<file path="src/rtl/noc_pkg.sv">
// Shared types for the mesh router switch allocator.
// Port enum, lock state encoding, owner type and the route function.
package noc_pkg;

  localparam int NUM_PORTS = 5;

  typedef enum logic [2:0] {
    PORT_N = 3'd0,
    PORT_S = 3'd1,
    PORT_E = 3'd2,
    PORT_W = 3'd3,
    PORT_L = 3'd4
  } port_e;

  typedef logic [2:0] owner_t;
  typedef logic state_t;

  localparam state_t ST_IDLE   = 1'b0;
  localparam state_t ST_LOCKED = 1'b1;

  // Dimension-ordered route; coordinates arrive zero-extended.
  // yx=0 resolves X first, yx=1 resolves Y first.
  function automatic port_e route_f(
    input logic [15:0] dx,
    input logic [15:0] lx,
    input logic [15:0] dy,
    input logic [15:0] ly,
    input logic        yx
  );
    port_e px;
    port_e py;
    px = PORT_L;
    py = PORT_L;
    if (dx > lx) px = PORT_E;
    else if (dx < lx) px = PORT_W;
    if (dy > ly) py = PORT_N;
    else if (dy < ly) py = PORT_S;
    if (yx) return (py != PORT_L) ? py : px;
    return (px != PORT_L) ? px : py;
  endfunction

endpackage

</file>
<file path="src/rtl/noc_switch_alloc_rr_lock_arb.sv">
// Per-output arbiter: round-robin pick, wormhole lock, credit count.
// req/valid/tail per input in; grant one-hot, grant_v, lock state out.
module rr_lock_arb
  import noc_pkg::*;
#(
  parameter int DEPTH = 4
) (
  input  logic       clk,
  input  logic       rst,
  input  logic [4:0] req,
  input  logic [4:0] valid,
  input  logic [4:0] tail,
  input  logic       credit_ret,
  output logic [4:0] grant,
  output logic       grant_v,
  output logic       locked,
  output logic [2:0] owner
);

  localparam int CW = $clog2(DEPTH + 1);
  localparam logic [CW-1:0] FULL = CW'(DEPTH);

  state_t        state;
  owner_t        own;
  owner_t        ptr;
  logic [CW-1:0] cnt;

  logic       found;
  owner_t     win;
  logic [3:0] sum;
  owner_t     idx;
  logic       gv;
  logic [4:0] gsel;
  logic       xfer;

  always_comb begin
    found = 1'b0;
    win   = ptr;
    sum   = '0;
    idx   = '0;
    for (int k = 0; k < NUM_PORTS; k++) begin
      sum = {1'b0, ptr} + 4'(k);
      idx = (sum >= 4'd5) ? 3'(sum - 4'd5) : sum[2:0];
      if (!found && req[idx]) begin
        found = 1'b1;
        win   = idx;
      end
    end
  end

  always_comb begin
    gv   = 1'b0;
    gsel = '0;
    if (state == ST_LOCKED) begin
      if (valid[own] && cnt != '0) begin
        gv        = 1'b1;
        gsel[own] = 1'b1;
      end
    end else if (found && cnt != '0) begin
      gv        = 1'b1;
      gsel[win] = 1'b1;
    end
  end

  // Outputs are held quiet for as long as reset is low.
  assign grant_v = rst & gv;
  assign grant   = rst ? gsel : '0;
  assign xfer    = grant_v;
  assign locked  = (state == ST_LOCKED);
  assign owner   = own;

  always_ff @(posedge clk) begin
    if (!rst) begin
      state <= ST_IDLE;
      own   <= '0;
      ptr   <= '0;
      cnt   <= FULL;
    end else begin
      if (xfer) begin
        if (state == ST_IDLE) begin
          ptr <= (win == 3'd4) ? 3'd0 : win + 3'd1;
          if (!tail[win]) begin
            state <= ST_LOCKED;
            own   <= win;
          end
        end else if (tail[own]) begin
          state <= ST_IDLE;
        end
      end
      if (xfer && !credit_ret) begin
        cnt <= cnt - 1'b1;
      end else if (!xfer && credit_ret && cnt != FULL) begin
        cnt <= cnt + 1'b1;
      end
      assert (!(!xfer && credit_ret && cnt == FULL))
        else $error("credit return with counter already full");
    end
  end

endmodule

</file>
<file path="src/rtl/noc_switch_alloc.sv">
// Switch allocator for a 5-port mesh router (N,S,E,W,L).
// Routes head flits, checks U-turns, drives grant/grant_v/in_ack/route_err.
module noc_switch_alloc
  import noc_pkg::*;
#(
  parameter int ADDR_W   = 8,
  parameter int DEPTH    = 4,
  parameter int ROUTE_YX = 0
) (
  input  logic                   clk,
  input  logic                   rst,
  input  logic [ADDR_W-1:0]      local_addr,
  input  logic [4:0][ADDR_W-1:0] packet_addr,
  input  logic [4:0]             packet_valid,
  input  logic [4:0]             packet_tail,
  input  logic [4:0]             credit_ret,
  output logic [4:0][4:0]        grant,
  output logic [4:0]             grant_v,
  output logic [4:0]             in_ack,
  output logic                   route_err
);

  localparam int HW = ADDR_W / 2;
  localparam logic YX = (ROUTE_YX != 0);

  port_e      route [5];
  logic [4:0] uturn;
  logic [4:0] lock_in;
  logic [4:0] head;
  logic [4:0][4:0] req;
  logic [4:0] lock_o;
  owner_t     own_o [5];
  logic       err_set;

  logic [15:0] lx;
  logic [15:0] ly;

  assign lx = 16'(local_addr[ADDR_W-1:HW]);
  assign ly = 16'(local_addr[HW-1:0]);

  always_comb begin
    for (int i = 0; i < NUM_PORTS; i++) begin
      route[i] = route_f(
        16'(packet_addr[i][ADDR_W-1:HW]), lx,
        16'(packet_addr[i][HW-1:0]), ly, YX);
      uturn[i] = (i != NUM_PORTS - 1) &&
                 (route[i] == port_e'(3'(i)));
    end
  end

  // An input already owning an output sends body flits;
  // its address is stale and must not raise new requests.
  always_comb begin
    lock_in = '0;
    for (int o = 0; o < NUM_PORTS; o++) begin
      if (lock_o[o]) lock_in[own_o[o]] = 1'b1;
    end
  end

  assign head    = packet_valid & ~lock_in;
  assign err_set = |(head & uturn);

  always_comb begin
    req = '0;
    for (int o = 0; o < NUM_PORTS; o++) begin
      for (int i = 0; i < NUM_PORTS; i++) begin
        req[o][i] = head[i] && !uturn[i] &&
                    (route[i] == port_e'(3'(o)));
      end
    end
  end

  for (genvar o = 0; o < NUM_PORTS; o++) begin : g_out
    rr_lock_arb #(
      .DEPTH(DEPTH)
    ) u_arb (
      .clk       (clk),
      .rst       (rst),
      .req       (req[o]),
      .valid     (packet_valid),
      .tail      (packet_tail),
      .credit_ret(credit_ret[o]),
      .grant     (grant[o]),
      .grant_v   (grant_v[o]),
      .locked    (lock_o[o]),
      .owner     (own_o[o])
    );
  end

  always_comb begin
    in_ack = '0;
    for (int o = 0; o < NUM_PORTS; o++) begin
      in_ack = in_ack | (grant[o] & {5{grant_v[o]}});
    end
  end

  always_ff @(posedge clk) begin
    if (!rst) route_err <= 1'b0;
    else if (err_set) route_err <= 1'b1;
  end

endmodule

</file>
<file path="config.mk">
export PLATFORM = sky130hd
export DESIGN_NAME = noc_switch_alloc
export DESIGN_NICKNAME = d
export VERILOG_FILES = /design/src/rtl/noc_pkg.sv /design/src/rtl/noc_switch_alloc_rr_lock_arb.sv /design/src/rtl/noc_switch_alloc.sv
export SDC_FILE = /design/constraint.sdc
export NUM_CORES = 1
export LEC_CHECK = 0
export CAP_MARGIN = 5
export CORE_MARGIN = 10
export CORE_UTILIZATION = 40
export CTS_BUF_LIST = sky130_fd_sc_hd__clkbuf_8
export DETAILED_ROUTE_END_ITERATION = 7
export SYNTH_ARGS = -nofsm -noshare
export SYNTH_HDL_FRONTEND = slang
export SYNTH_SLANG_ARGS = --single-unit
</file>
<file path="constraint.sdc">
create_clock -name clk -period 7.4 [get_ports clk]
set_input_delay 1.48 -clock clk [delete_from_list [all_inputs] [get_ports clk]]
set_output_delay 1.48 -clock clk [all_outputs]
set_load 0.01 [all_outputs]
</file>
==> results.ini, run 1 <==
[run_status]
outcome=finished clean

[floorplan]
die_area_um2=33870
die_x_um=184.0
core_um2=26280
io_pins=101
fp.dieH_um=184.0
rows=59
start_util_pct=40.95

[synthesis]
ys_ff_latch=51
muxShareOfSynthArea_pct=6.802
syn-cell-area_um2=10760
yosys.cell_types.count=126
ys_seq_area_share_pct=9.487
syn-num-nets=1618
synth_ff_type=dfxtp_1
synthArstFlopShare_pct=0
synth-simple-area-share_pct=28.82
synth_compound_area_share_pct=33.62
synth_top_family_by_area=compound AO/OA/AOI/OAI gates
synth_area_per_cell_um2=7.406
yosys_warnings=0
synthAdderAreaFrac_pct=12.32
synth_edf_count=0
synth_cells=1453
synthXorXnorAreaFrac_pct=2.360

[sta]
holdWs_ps=554.0
period_minus_slack_ps=7399
clock.fmax_ghz=0.1352
finalSetupTns_ps=0
setup_violations=0
slew_viol_final=0
finalHoldViolCount=0
tightest_slew_ps=1116
slew_headroom_pct=25.00
finalCritPeriodShare_pct=99.99
skew_ps=11.13
rsz0062_at_grt=yes

[finish]
fin_area_um2=13950
antenna_cells=0
post-route-util_pct=53.07
seqCellArea_um2=1021
drive_gt1_share_pct=20.86
fillCellCount=2525
nets=1875
multi_input_area_um2=9395
instances_no_fill=2046
syn_to_final_growth_pct=29.60

[clocking]
clkLatencyLatePin_ps=350
cts-buffers-inserted=5
clock-sinks=51
cts_tree=done
clockBufferDepth=2
h-tree-depth=2
root_buffer=clkbuf_8
hold_buffers=0
clk_pin_slew_ps=120

[routing]
dr_wl_met2_um=18650
drt_first_pass_iters=5
drt_iter0_markers=1339
wirelength_um=41040
wl_per_cell_um=20.06
vias=12590
highest_layer=met4
vias_per_cell=6.153
ant_nets=0
wl_met1_um=18070
met3WireLength_um=3215
drc=0

[setup_path]
worstSetupStartpointType=input pin
path_max_fanout=6
critical_path.endpoint_type=output pin
arrival_ps=5920
crit_required_ps=5920
path_class=in -> out
rrSetupSlack_ps=1850

[global_routing]
grt_pass1_wl_um=64090
grt_usage_pct=23.05
grt_pass1_vias=11720
grt-ovfl-total=0
grt_max_degree=25
antenna_found_initial=0

[pwr]
swShare_pct=52.37
p_comb_share_pct=90.7
p_clk_share_pct=2.5
ir_drop_v=0.0003840
powerDensity_nw_per_um2=560.7
switching_power_w=0.004096
cellLeakagePower_nw=5.958
p_seq_share_pct=6.8
p_int_w=0.003725

[place]
dpl.cell_count=2028
gp_congestion=0.9530
placed_area_um2=13410
hpwl_um=32250
io_buffers=100

[job]
drv_cap=0

[worst_hold_path]
hold_path_class=reg -> reg

[logic make-up (layout without fill, tap and decap cells)]
kind of cell	count (synthesis)	in the layout
xor gates and xnor gates	29	29
muxes	64	64
adders and majority gates	100	100
DFF	51	51
buffers and inverters	169	427
and+or+nand+nor	556	556
AOI/OAI and AO/OA	484	484
[synth_stat cells (all sizes together) (19+ instances only)]
| master | count | area (um2) |
|---|---|---|
| nor2 | 134 | 513.0 |
| nand2 | 112 | 437.9 |
| inv | 107 | 401.6 |
| a21oi | 105 | 525.5 |
| ha | 90 | 1126 |
| o21ai | 75 | 379.1 |
| mux2i | 54 | 540.5 |
| dfxtp | 51 | 1021 |
| nor3 | 37 | 200.2 |
| nand3 | 36 | 185.2 |
| buf | 32 | 193.9 |
| a211oi | 29 | 250.2 |
| nor2b | 29 | 181.4 |
| clkbuf | 28 | 105.1 |
| nand4 | 28 | 181.4 |
| xnor2 | 26 | 227.7 |
| or3 | 24 | 161.4 |
| o211ai | 21 | 162.6 |
| a21o | 19 | 142.6 |
| nand2b | 19 | 118.9 |
[power by group through the flow]
stage	sequential, W	combinational [W]	clock (W)
after CTS	0.000530	0.00669	0.000198
after global routing	0.000554	0.00770	0.000207
after global placement	0.000535	0.00656	0
final	0.000535	0.00709	0.000195
after detailed placement	0.000535	0.00662	0
after floorplan	0.000457	0.00414	0
[worst paths after layout]
check                                           from                                 end  depth (start not counted)
setup / recovery                       local_addr[6]                           in_ack[4]                         16
hold / removal    g_out[2].u_arb.cnt[2]$_SDFFE_PN1P_  g_out[2].u_arb.cnt[2]$_SDFFE_PN1P_                          2
setup reg to reg  g_out[4].u_arb.ptr[1]$_SDFFE_PN0P_  g_out[4].u_arb.cnt[1]$_SDFFE_PN0P_                         21
hold reg to reg   g_out[2].u_arb.cnt[2]$_SDFFE_PN1P_  g_out[2].u_arb.cnt[2]$_SDFFE_PN1P_                          2
[cell usage in the layout, fill, tap and decap left out, drive strengths merged, types with 18 or more instances in the layout]
master / count
buf: 210
nor2: 134
nand2: 112
inv: 109
a21oi: 105
clkdlybuf4s50: 91
ha: 90
o21ai: 75
mux2i: 54
dfxtp: 51
nor3: 37
nand3: 36
nor2b: 29
a211oi: 29
nand4: 28
xnor2: 26
or3: 24
o211ai: 21
nand2b: 19
a21o: 19
and2: 18
o22ai: 18
[final cells by class]
type                    instances  area share [%]
clock inverters                 3          0.1974
repair buffers                310           18.69
multi-input cells            1233           67.36
clock buffers                   5          0.4934
inverters                     109           2.934
well taps                     335           3.005
flip-flops and latches         51           7.320
[metrics by stage]
step	power (W)	setup WS (ps)
CTS	0.007420	9.310
floorplan	0.004597	998.9
global route	0.008465	-125.1
finish	0.007821	0.9441
global placement	0.007098	-181.1
detailed placement	0.007159	-210.3
[per-layer routing]
metal,GRT usage (%),up-vias
li1,-,6054
met1,30.74,5927
met2,37.66,536
met3,3.300,72
met4,6.555,0
met5,0,-
[state kept, by name, indices dropped and copies added (netlist names)]
register / flops
g_out.u_arb.owner: 15
g_out.u_arb.locked: 5
g_out.u_arb.cnt: 15
route_err: 1
g_out.u_arb.ptr: 15
[critical path, stage by stage]
cell,delay (ps)
clkdlybuf4s50_1,450
inv_1,100
ha_1,330
nand4_1,130
or2_4,300
or3_4,440
nor2_4,190
o2bb2ai_1,120
or3_4,360
or4_4,530
o31ai_2,110
nand2_4,120
a32o_1,310
o21bai_1,170
or4_4,450
dlygate4sd2_1,310
[repair_timing]
item	4_1_cts	5_1_grt
resized for setup	19	66
buffers inserted	1	9
setup endpoints to repair	7	21
pin swaps	2	17
Note: power is estimated with default switching activity, not from simulation.
==> run 2: changes to the inputs <==
--- a/config.mk
+++ b/config.mk
@@ -11,2 +11,3 @@
 export CTS_BUF_LIST = sky130_fd_sc_hd__clkbuf_8
+export CTS_CLUSTER_DIAMETER = 120
 export DETAILED_ROUTE_END_ITERATION = 7
--- a/constraint.sdc
+++ b/constraint.sdc
@@ -3,2 +3,2 @@
 set_output_delay 1.48 -clock clk [all_outputs]
-set_load 0.01 [all_outputs]
+set_load 0.02 [all_outputs]
==> results.ini, run 2 (synthesis results as in run 1) <==
[routing]
drc=0
vias=12620
wl_per_cell_um=19.76
ant_nets=0
drt_first_pass_iters=5
vias_per_cell=6.116
wirelength_um=40760
drt_iter0_markers=1273

[setup_path]
path_class=in -> out
critical_path.startpoint=local_addr[5]
endpoint=grant[15]
crit_required_ps=5920
rrSetupSlack_ps=1990
worstSetupStartpointType=input pin
regToRegStartpoint=g_out[4].u_arb.ptr[1]$_SDFFE_PN0P_
critical_path.endpoint_type=output pin
path_max_fanout=6
r2r_end=g_out[4].u_arb.cnt[1]$_SDFFE_PN0P_
arrival_ps=5870
reg2regPathDepth=22

[sta]
slew_headroom_pct=28.81
finalCritPeriodShare_pct=99.32
clock.fmax_ghz=0.1361
period_minus_slack_ps=7350
tightest_slew_ps=1060
slew_viol_final=0
holdWs_ps=548.5
rsz0062_at_grt=yes
skew_ps=12.49
finalHoldViolCount=0
setup_violations=0
finalSetupTns_ps=0

[global_routing]
grt_usage_pct=23.10
grt_pass1_vias=12000
antenna_found_initial=0
grt_max_degree=25
grt_pass1_wl_um=64460
grt-ovfl-total=0

[finish]
multi_input_area_um2=9345
seqCellArea_um2=1021
fin_area_um2=14010
post-route-util_pct=53.30
drive_gt1_share_pct=21.59
final_cell_mix=buf_4 (227), nor2_1 (129), nand2_1 (108)
layout_commonest_cell=buf_4
fillCellCount=2605
nets=1892
syn_to_final_growth_pct=30.16
antenna_cells=0

[pwr]
p_seq_share_pct=6.8
switching_power_w=0.004179
ir_drop_v=0.0003255
p_comb_share_pct=90.9
finalPower_w=0.007947
p_int_w=0.003767
powerDensity_nw_per_um2=567.3
swShare_pct=52.59
cellLeakagePower_nw=6.157
p_clk_share_pct=2.3

[place]
placed_area_um2=13520
io_buffers=100
hpwl_um=32570
gp_congestion=0.9752

[worst_hold_path]
hold_path_class=reg -> reg

[clocking]
h-tree-depth=2
hold_buffers=0
cts-buffers-inserted=5
clockBufferDepth=2
clock-sinks=51
cts_tree=done
root_buffer=clkbuf_8
clk_pin_slew_ps=100
clkLatencyLatePin_ps=330

[floorplan]
core_um2=26280
die_area_um2=33870
die_x_um=184.0
start_util_pct=40.95
fp.dieH_um=184.0
rows=59
io_pins=101

[run_status]
outcome=finished clean

[job]
drv_cap=0

## run 2: cell count changes in the layout (fill, tap and decap cells not counted), moves of 5 or more
cell	previous run	this run
clkdlybuf4s50_1	91	80
o21ai_1	17	12
buf_4	207	227
dlymetal6s2s_1	4	12
## run 2: how the worst min path moves through the flow
stage / from / to / slack (ps) / depth (start not counted)
5_1_grt: g_out[3].u_arb.cnt[2]$_SDFFE_PN1P_ / g_out[3].u_arb.cnt[2]$_SDFFE_PN1P_ / 590 / 1
6_report: g_out[2].u_arb.cnt[2]$_SDFFE_PN1P_ / g_out[2].u_arb.cnt[2]$_SDFFE_PN1P_ / 550 / 2
4_1_cts: g_out[2].u_arb.cnt[2]$_SDFFE_PN1P_ / g_out[2].u_arb.cnt[2]$_SDFFE_PN1P_ / 550 / 2
3_5_place_dp: g_out[2].u_arb.cnt[2]$_SDFFE_PN1P_ / g_out[2].u_arb.cnt[2]$_SDFFE_PN1P_ / 530 / 2
2_1_floorplan: g_out[2].u_arb.cnt[2]$_SDFFE_PN1P_ / g_out[2].u_arb.cnt[2]$_SDFFE_PN1P_ / 500 / 2
3_3_place_gp: g_out[2].u_arb.cnt[2]$_SDFFE_PN1P_ / g_out[2].u_arb.cnt[2]$_SDFFE_PN1P_ / 530 / 2
## run 2: area by class of cell
type,instances,share of cell area (%)
timing repair buffer,327,19.45
sequential,51,7.289
clock buffer,5,0.4913
tap,335,2.992
clock inverter,3,0.1429
inverter,109,2.921
multi-input combinational,1233,66.72
## run 2: timing repair
action	in CTS	in global routing
setup buffers	2	9
gates cloned	0	0
gates resized for setup	22	76
hold endpoints to repair	0	0
pin swaps	0	8
setup endpoints to repair	11	24
## run 2: layer usage
layer	track usage, %	part of all wire [%]	vias to the layer above
met5	0	0	-
met4	6.129	2.7	0
met3	3.676	7.3	68
met2	37.59	45	524
met1	30.86	45	5946
li1	-	-	6080
## run 2: power by group through the flow
stage	clock, W	sequential (W)	combinational, W
after CTS	0.000184	0.000540	0.00691
after floorplan	0	0.000458	0.00427
final	0.000180	0.000544	0.00722
after detailed placement	0	0.000547	0.00683
after global placement	0	0.000542	0.00678
after global routing	0.000197	0.000566	0.00784
## run 2: through the flow
stage | instances | setup slack, ps
after global placement | 2044 | -302.2
after floorplan | 1453 | 714.6
final | 2063 | 50.38
after CTS | 2054 | -55.64
after global routing | 2063 | -109.6
after detailed placement | 2044 | -372.3
## run 2: worst max-delay path, cell delays in order
cell	delay, ps
clkdlybuf4s50_1	450
inv_1	110
ha_1	360
nor2b_2	190
o31a_1	250
or2_0	230
buf_4	180
o211a_1	260
o31ai_4	270
mux2i_1	220
a311oi_1	120
o32a_1	390
a31oi_4	170
buf_4	170
nand4_1	90
a21boi_2	190
buf_4	130
clkdlybuf4s50_1	590
==> run 3: changes to the inputs <==
--- a/config.mk
+++ b/config.mk
@@ -15,2 +15,3 @@
 export SYNTH_HDL_FRONTEND = slang
+export SYNTH_HIERARCHICAL = 1
 export SYNTH_SLANG_ARGS = --single-unit
==> constraint.sdc (replaced) <==
create_clock -name clk -period 7.4 [get_ports clk]
set_input_delay 1.11 -clock clk [delete_from_list [all_inputs] [get_ports clk]]
set_output_delay 1.11 -clock clk [all_outputs]
set_load 0.02 [all_outputs]
==> results.ini, run 3 <==
[finish]
post-route-util_pct=48.11
final_cell_mix=nand2_1 (156), buf_4 (142), nor2_1 (113)
fillCellCount=2963
layout_commonest_cell=nand2_1
drive_gt1_share_pct=16.28
nets=1958
syn_to_final_growth_pct=18.95
antenna_cells=0

[sta]
rsz0062_at_grt=yes
skew_ps=20.83
slew_viol_final=0
slew_headroom_pct=42.91
period_minus_slack_ps=7138
finalHoldViolCount=0
tightest_slew_ps=856.4
finalCritPeriodShare_pct=96.46
setup_violations=0
clock.fmax_ghz=0.1401

[pwr]
p_seq_share_pct=9.3
powerDensity_nw_per_um2=437.0
p_clk_share_pct=3.1
ir_drop_v=0.0001700
switching_power_w=0.003306
p_comb_share_pct=87.6
finalPower_w=0.006214
p_int_w=0.002908
cellLeakagePower_nw=5.891
swShare_pct=53.20

[setup_path]
critical_path.endpoint_type=output pin
cp_num_buf_inv=7
crit_required_ps=6290
cp_slowest_stage_delay_ps=600
cp_top_family=buffers and inverters
path_max_fanout=6
reg2regPathDepth=24
worstSetupStartpointType=input pin
crit_cells=23
timing.critical_path.mode_cell=nor2_1
arrival_ps=6030
path_class=in -> out
crit_chain=clkdlybuf4s50_1 -> inv_1 -> ha_1 -> a21oi_1 -> o21ai_1 -> nand2b_1 -> or3_1 -> nor2b_1 -> buf_12 -> buf_4 -> nor2_1 -> a21oi_1 -> o311ai_0 -> o22ai_1 -> nand2b_2 -> nor2_1 -> o311ai_0 -> a32o_1 -> inv_1 -> o32a_1 -> nor2_1 -> buf_4 -> clkdlybuf4s50_1
crit_slowest_cell=clkdlybuf4s50_1

[floorplan]
die_x_um=192.9
rows=63
fp.dieH_um=192.9
die_area_um2=37200
core_um2=29560
start_util_pct=40.44
io_pins=101

[global_routing]
grt-ovfl-total=0
grt_pass1_vias=11900
grt_max_degree=48
grt_usage_pct=20.45
grt_pass1_wl_um=62840
antenna_found_initial=0

[place]
io_buffers=100
gp_congestion=0.9173
hpwl_um=31040

[clocking]
cts-buffers-inserted=5
hold_buffers=0
h-tree-depth=2
root_buffer=clkbuf_8
clock-sinks=51
cts_tree=done
clk_pin_slew_ps=110
clockBufferDepth=2
clkLatencyLatePin_ps=350

[synthesis]
yosysTopAreaCell=ha_1
yosys.cell_types.count=115
synthAdderAreaFrac_pct=11.09
ys_ff_latch=51
synth_ff_type=dfxtp_1
yosys_warnings=6
synth-simple-area-share_pct=30.89
ys_seq_area_share_pct=8.540
yosys-top-cells-count=nand2_1 (156), nor2_1 (117), inv_1 (112)
synth_top_family_by_area=simple AND/OR/NAND/NOR gates
muxShareOfSynthArea_pct=10.11
yosysMostFrequentCell=nand2_1
synth_area_per_cell_um2=7.339
synthXorXnorAreaFrac_pct=2.114
synth_cells=1629
yosysTopAreaCellShare_pct=9.419
ys_top_cells_by_area=ha_1 (9.4%), dfxtp_1 (8.5%), mux2i_1 (6.5%), nand2_1 (4.9%), nor2_1 (3.7%)
syn-cell-area_um2=11960
synthArstFlopShare_pct=0
synth_compound_area_share_pct=29.46
synth_edf_count=0

[worst_hold_path]
whs_path_depth=2
hold_path_class=reg -> reg

[routing]
vias_per_cell=5.875
ant_nets=0
drt_first_pass_iters=5
wirelength_um=39070
drc=0
drt_iter0_markers=1010
vias=12830
wl_per_cell_um=17.89

[run_status]
outcome=finished clean

[job]
drv_cap=0

-- run 3: changes by cell type after synthesis, moves of 15 or more --
cell	before	now
nor2_1	132	117
nand2b_1	19	52
nor3b_1	10	38
a21boi_0	5	22
buf_2	14	37
mux2i_1	54	78
nand2_1	109	156
nor2b_1	29	56
inv_1	97	112
a21oi_1	105	86
-- run 3: final cells by class --
class / instances / area, um2 / area share [%]
inverter: 112 / 420.4 / 2.956
clock buffer: 5 / 68.82 / 0.4839
tap: 390 / 488.0 / 3.431
timing repair buffer: 244 / 2120 / 14.90
sequential: 51 / 1021 / 7.179
clock inverter: 3 / 27.53 / 0.1936
multi-input combinational: 1379 / 10080 / 70.85
-- run 3: worst paths after layout --
path,start,end,slack (ps)
setup / recovery,local_addr[5],grant[2],260
hold / removal,g_out[4].u_arb/cnt[2]$_SDFFE_PN1P_,g_out[4].u_arb/cnt[2]$_SDFFE_PN1P_,550
setup reg to reg,g_out[2].u_arb/owner[0]$_SDFFE_PN0P_,g_out[0].u_arb/cnt[2]$_SDFFE_PN1P_,1850
hold reg to reg,g_out[4].u_arb/cnt[2]$_SDFFE_PN1P_,g_out[4].u_arb/cnt[2]$_SDFFE_PN1P_,550
-- run 3: cells by family (layout without fill, tap and decap cells) --
family	count (synthesis)	after routing
other cells	1	5
compound gates	474	474
fa+ha+maj	100	100
flops	51	51
xor+xnor	28	28
mux	104	104
simple gates	668	668
buf+inv	203	364
-- run 3: through the flow --
step                setup slack [ps]  TNS, ps  hold WS [ps]  instances  cell area (um2)
floorplan                      968.5        0         483.5       1633            11970
finish                         261.6        0         547.0       2184            14220
detailed placement             29.72        0         514.9       2173            14030
CTS                            23.16        0         547.5       2181            14130
global placement               106.8        0         516.5       2173            14030
global route                  -21.34   -42.07         568.4       2184            14220
-- run 3: layer usage --
metal	track usage, %	wire length (um)
met1	29.21	18640
met2	32.26	17510
met3	2.458	2422
met4	3.876	495
met5	0	0
-- run 3: timing repair --
action,4_1_cts,5_1_grt
setup buffers,0,3
endpoints found under the setup margin,0,19
gates resized for setup,0,23
-- run 3: worst register-to-register path, stage by stage, from the launching register on --
cell and delay (ps):
dfxtp_1 680, nand2b_1 220, o32ai_1 130, or3_1 450, nand2b_1 260, or3_1 380
nor2b_1 220, buf_12 140, buf_4 130, nor2_1 40, a21oi_1 110, o311ai_0 150
o22ai_1 260, nand2b_2 220, nand2b_1 180, o31a_1 190, buf_4 110, o21bai_1 80
buf_4 170, or2_2 300, fa_1 420, nor4bb_1 290, o21ai_0 110, o31ai_1 80
nand2_1 70
-- run 3: power groups by stage --
stage                     registers, W  logic [W]  clock network [W]
after floorplan               0.000491    0.00381                  0
after global placement        0.000572    0.00528                  0
after detailed placement      0.000576    0.00533                  0
after CTS                     0.000570    0.00536           0.000201
after global routing          0.000597    0.00597           0.000212
final                         0.000577    0.00544           0.000194
